## config.mk

```make
export PLATFORM = sky130hd
export DESIGN_NAME = host_run_sequencer
export DESIGN_NICKNAME = d
export VERILOG_FILES = /design/src/rtl/host_run_sequencer.sv
export SDC_FILE = /design/constraint.sdc
export NUM_CORES = 1
export LEC_CHECK = 0
export ABC_CLOCK_PERIOD_IN_PS = 2700
export CORE_MARGIN = 2
export CORE_UTILIZATION = 45
export DETAILED_ROUTE_END_ITERATION = 12
export PLACE_DENSITY = 0.79
export SYNTH_ARGS = -nofsm -noshare
export SYNTH_HDL_FRONTEND = slang
export SYNTH_SLANG_ARGS = --single-unit
```

## constraint.sdc

```tcl
create_clock -name clk -period 2.7 [get_ports clk]
set_clock_uncertainty 0.15 [all_clocks]
set_input_delay 0.27 -clock clk [delete_from_list [all_inputs] [get_ports clk]]
set_output_delay 0.27 -clock clk [all_outputs]
set_load 0.02 [all_outputs]
```

## src/rtl/host_run_sequencer.sv

```systemverilog
`default_nettype none
// ============================================================================
// Module   : host_run_sequencer
// Purpose  : Initiator side of the processor start/ack run handshake. A rising
//            edge of go in IDLE latches the program select and raises start
//            for START_HOLD cycles. When start falls the processor is launched.
//            The sequencer then counts RUN cycles until ack arrives or the
//            timeout expires. It reports done, the elapsed count and the
//            timeout status.
// Ports    : clk         - system clock, rising edge
//            reset       - asynchronous active-high reset
//            go          - run request (level); launch on 0->1 seen in IDLE
//            prog_sel_in - program select, sampled on the launch cycle
//            ack         - processor completion, sampled each RUN cycle
//            start       - registered start to the processor
//            prog_sel    - latched program select
//            busy        - high whenever not IDLE
//            done        - one-cycle pulse when a run ends
//            timeout     - last run ended by timeout (cleared on launch)
//            cycles      - RUN-cycle count of the last completed run
//            run_count   - completed runs, wraps at 8 bits
// Revision : 1.0 - initial release
// ============================================================================
module host_run_sequencer #(
  parameter int START_HOLD     = 4,
  parameter int TIMEOUT_CYCLES = 4200,
  parameter int CNT_W          = 16,
  parameter int SEL_W          = 2
) (
  input  logic             clk,
  input  logic             reset,
  input  logic             go,
  input  logic [SEL_W-1:0] prog_sel_in,
  input  logic             ack,
  output logic             start,
  output logic [SEL_W-1:0] prog_sel,
  output logic             busy,
  output logic             done,
  output logic             timeout,
  output logic [CNT_W-1:0] cycles,
  output logic [7:0]       run_count
);

  // The hold counter only needs to reach START_HOLD-1.
  localparam int HOLD_W = (START_HOLD > 1) ? $clog2(START_HOLD) : 1;
  localparam logic [HOLD_W-1:0] C_HOLD_LAST = HOLD_W'(START_HOLD - 1);
  localparam logic [CNT_W-1:0]  C_TIMEOUT   = CNT_W'(TIMEOUT_CYCLES);

  typedef enum logic [1:0] {
    S_IDLE   = 2'd0,
    S_HOLD   = 2'd1,
    S_RUN    = 2'd2,
    S_FINISH = 2'd3
  } state_t;

  state_t            r_state;
  logic              r_go_q;
  logic [HOLD_W-1:0] r_hold_cnt;
  logic [CNT_W-1:0]  r_cnt;
  logic              r_start;
  logic [SEL_W-1:0]  r_prog_sel;
  logic              r_done;
  logic              r_timeout;
  logic [CNT_W-1:0]  r_cycles;
  logic [7:0]        r_run_count;

  logic              w_go_rise;
  logic [CNT_W-1:0]  w_cnt_inc;

  assign w_go_rise = go & ~r_go_q;
  // Count including the current RUN cycle; this is the value reported when
  // the run ends on this cycle.
  assign w_cnt_inc = r_cnt + CNT_W'(1);

  always_ff @(posedge clk or posedge reset) begin
    if (reset) begin
      r_state     <= S_IDLE;
      r_go_q      <= 1'b0;   // go already high at release counts as an edge
      r_hold_cnt  <= '0;
      r_cnt       <= '0;
      r_start     <= 1'b0;
      r_prog_sel  <= '0;
      r_done      <= 1'b0;
      r_timeout   <= 1'b0;
      r_cycles    <= '0;
      r_run_count <= 8'd0;
    end else begin
      // go_q tracks go in every state so that edges outside IDLE are consumed
      // and a go held high across FINISH cannot relaunch.
      r_go_q <= go;
      r_done <= 1'b0;
      case (r_state)
        S_IDLE: begin
          r_start <= 1'b0;
          if (w_go_rise) begin
            r_state    <= S_HOLD;
            r_start    <= 1'b1;
            r_prog_sel <= prog_sel_in;
            r_timeout  <= 1'b0;
            r_hold_cnt <= '0;
          end
        end
        S_HOLD: begin
          if (r_hold_cnt == C_HOLD_LAST) begin
            r_state <= S_RUN;
            r_start <= 1'b0;
            r_cnt   <= '0;
          end else begin
            r_hold_cnt <= r_hold_cnt + HOLD_W'(1);
          end
        end
        S_RUN: begin
          // ack has priority over a timeout landing on the same cycle.
          if (ack) begin
            r_cycles <= w_cnt_inc;
            r_done   <= 1'b1;
            r_state  <= S_FINISH;
          end else if (w_cnt_inc == C_TIMEOUT) begin
            r_cycles  <= C_TIMEOUT;
            r_timeout <= 1'b1;
            r_done    <= 1'b1;
            r_state   <= S_FINISH;
          end else begin
            r_cnt <= w_cnt_inc;
          end
        end
        S_FINISH: begin
          r_run_count <= r_run_count + 8'd1;
          r_state     <= S_IDLE;
        end
        default: r_state <= S_IDLE;
      endcase
    end
  end

  assign start     = r_start;
  assign prog_sel  = r_prog_sel;
  assign busy      = (r_state != S_IDLE);
  assign done      = r_done;
  assign timeout   = r_timeout;
  assign cycles    = r_cycles;
  assign run_count = r_run_count;

endmodule
`default_nettype wire

```

==> results.sh <==
export IMPL_status="complete, no violations"
export IMPL_synth_seq_cells=50
export IMPL_ys_async_sr_fraction_pct=100
export IMPL_cp_cell_sequence="nand3_1 -> or4_4 -> a21oi_4 -> a21oi_2 -> or3_4 -> a311oi_2 -> mux2_1"
export IMPL_path_depth=7
export IMPL_core_sq_um=5990
export IMPL_root_buffer="clkbuf_8"
export IMPL_synthCells=271
export IMPL_syn_area_per_cell_sq_um=10.4
export IMPL_synth_top_area_cell="dfrtp_1"
export IMPL_wl_met2_mm=3.23
export IMPL_min_period_ns=2.67
export IMPL_slowest_delay_ns=0.59
export IMPL_drv_cap=0
export IMPL_drt_iter0_markers=234
export IMPL_grt_max_degree=27
export IMPL_cp_slowest_cell="or4_4"
export IMPL_whs_ns=0.175
export IMPL_num_vias=2305
export IMPL_dp_cells=398
export IMPL_r2r_slack_ns=0.03
export IMPL_first_pass_iters=4
export IMPL_worstPathArrival_ns=2.71
export IMPL_grt_pass1_wl_mm=10.9
export IMPL_crit_type="flop to flop"
export IMPL_max_freq_mhz=375
export IMPL_syn_to_final_growth_pct=28.2
export IMPL_nets=348
export IMPL_yosysSeqAreaShare_pct=44.5
export IMPL_yosysUniqueCellTypes=53
export IMPL_layout_worst_path_cycle_share_pct=98.9
export IMPL_place_hpwl_mm=4.85
export IMPL_first_global_vias=2240
export IMPL_die_h_microns=83.0
export IMPL_grt_setup_unrepaired="yes"
export IMPL_hold_violations=0
export IMPL_htreeDepth=2
export IMPL_finalInstanceArea_sq_um=3600
export IMPL_crit_buf_inv=0
export IMPL_path_max_fanout=4
export IMPL_max_slew_worst_pin_slew_ns=0.545
export IMPL_synth_area_sq_um=2810
export IMPL_io_buffers=35
export IMPL_antenna_found_initial=0
export IMPL_cts_tree="yes"
export IMPL_wire_per_inst_microns=16.2
export IMPL_finalMaxSlewViolations=0
export IMPL_setup_worst_path_end_class="flop"
export IMPL_met1_length_mm=2.87
export IMPL_io_pins=36
export IMPL_cp_start_kind="flop"
export IMPL_clockBufferDepth=2
export IMPL_drc=0
export IMPL_rows=28
export IMPL_drt_wl_total_mm=6.63
export IMPL_path_clk_slew_ns=0.09
export IMPL_synth_edf_count=0
export IMPL_viasPerCell=5.62
export IMPL_place_area_sq_um=3400
export IMPL_fin_util_pct=60.1
export IMPL_final_cell_mix="50 x dfrtp_1, 36 x buf_4, 35 x clkdlybuf4s50_1"
export IMPL_overflow=0
export IMPL_ys_warn_count=0
export IMPL_synth_top_area_share_pct=44.5
export IMPL_ff2ff_path_depth=7
export IMPL_power_density_nw_per_um2=1000
export IMPL_routed_top_layer="met4"
export IMPL_holdCritPathClass="primary input to asynchronous set/reset pin"
export IMPL_antenna_left=0
export IMPL_cpLargestDelayFamily="simple AND/OR/NAND/NOR gates"
export IMPL_synth_nets=285
export IMPL_fp_dieArea_sq_um=6890
export IMPL_irDropWorstVdd_mv=0.715
export IMPL_cts_made_buffers=5
export IMPL_critPathRequiredTime_ns=2.74
export IMPL_rr_endpoint="r_state[1]$_DFFE_PP0P_"
export IMPL_synth_area_leaders="dfrtp_1 45%, xnor2_1 4.7%, nand2_1 4.0%"
export IMPL_synth_flop_cell="dfrtp_1"
export IMPL_finalNonFillerCells=410
export IMPL_layout_commonest_cell="dfrtp_1"
export IMPL_die_w_microns=83.0
export IMPL_cts_sinks=50
export IMPL_drive_above_1_share_pct=23.3
export IMPL_slew_headroom_pct=63.6
export IMPL_start_util_pct=46.9
export IMPL_insertion_delay_ns=0.31
export IMPL_place_congestion=0.992
export IMPL_n_antenna_cell=0
export IMPL_dr_wl_met3_microns=393
export IMPL_r2r_start="r_cnt[0]$_DFFE_PP0P_"
export IMPL_grtUsageTotal_pct=19.4
export IMPL_setup_violations=0
export IMPL_ctsHoldBuffers=0
export IMPL_leakagePower_uw=0.00153
[where the power goes]
part / leakage (uW) / internal [uW] / switching, uW / total (uW)
registers: 0.000641 / 1010 / 228 / 1230
logic: 0.000846 / 917 / 998 / 1910
clock network: 0.0000472 / 206 / 254 / 461
[how the worst max path moves through the flow]
stage | from | to | slack (ns)
after floorplan | r_cnt[7]$_DFFE_PP0P_ | r_state[1]$_DFFE_PP0P_ | 0.003
after global placement | r_cnt[0]$_DFFE_PP0P_ | r_state[1]$_DFFE_PP0P_ | 0.04
after detailed placement | r_cnt[0]$_DFFE_PP0P_ | r_state[1]$_DFFE_PP0P_ | -0.06
after CTS | r_cnt[0]$_DFFE_PP0P_ | r_state[1]$_DFFE_PP0P_ | 0.001
after global routing | r_cnt[0]$_DFFE_PP0P_ | r_cnt[12]$_DFFE_PP0P_ | -0.04
final | r_cnt[0]$_DFFE_PP0P_ | r_state[1]$_DFFE_PP0P_ | 0.03
[layout make-up]
type | count | area [sq um]
clock inverters | 2 | 12.5
clock buffers | 6 | 82.6
flip-flops and latches | 50 | 1250
fillers | 474 | 2390
repair buffers | 72 | 641
well taps | 75 | 93.8
multi-input cells | 188 | 1450
inverters | 17 | 67.6
[cells by family after synthesis]
group                      synth area share, %
xor gates and xnor gates                  7.52
muxes                                     4.81
AOI/OAI and AO/OA                         17.0
and+or+nand+nor                           15.7
DFF                                       44.5
buffers and inverters                     6.90
adders and majority gates                 3.56
[per-stage QoR]
step	setup WS [ns]	TNS, ns	power, uW
floorplan	0.00325	0	2360
global placement	0.0411	0	2990
detailed placement	-0.0583	-0.0583	3050
CTS	0.00127	0	3530
global route	-0.0436	-0.138	3850
finish	0.0304	0	3610
[timing repair]
action | CTS | global route
pin swaps | 2 | 3
resized for setup | 1 | 14
setup buffers | 1 | 3
endpoints found under the setup margin | 3 | 34
[metal layers]
metal  vias to the layer above  global-route usage [%]
met4                         0                    7.45
met2                        74                    29.8
met3                        11                    3.18
met1                      1124                    27.5
met5                         -                       0
li1                       1096                       -
[synthesized netlist by cell type, drive strengths merged, types with 2 or more instances]
cell type,number
clkbuf,9
ha,8
nor3,3
a2bb2oi,4
mux2i,9
o31ai,6
o311ai,2
mux2,4
xnor2,15
nor2b,2
or4,5
nand2,30
xor2,7
o22ai,3
dfrtp,50
buf,7
nand3,18
nand4,7
a22o,9
o21ai,9
a31oi,2
o2bb2ai,3
nor2,15
inv,17
a21oi,7
and3,3
or3,2
o211ai,3
[state kept, by name (all words and copies together) (netlist names)]
register	flops
cycles	16
r_cnt	16
run_count	8
prog_sel	2
r_hold_cnt	2
r_state	2
done	1
r_go_q	1
start	1
timeout	1
Power figures use the tool's default switching activity.
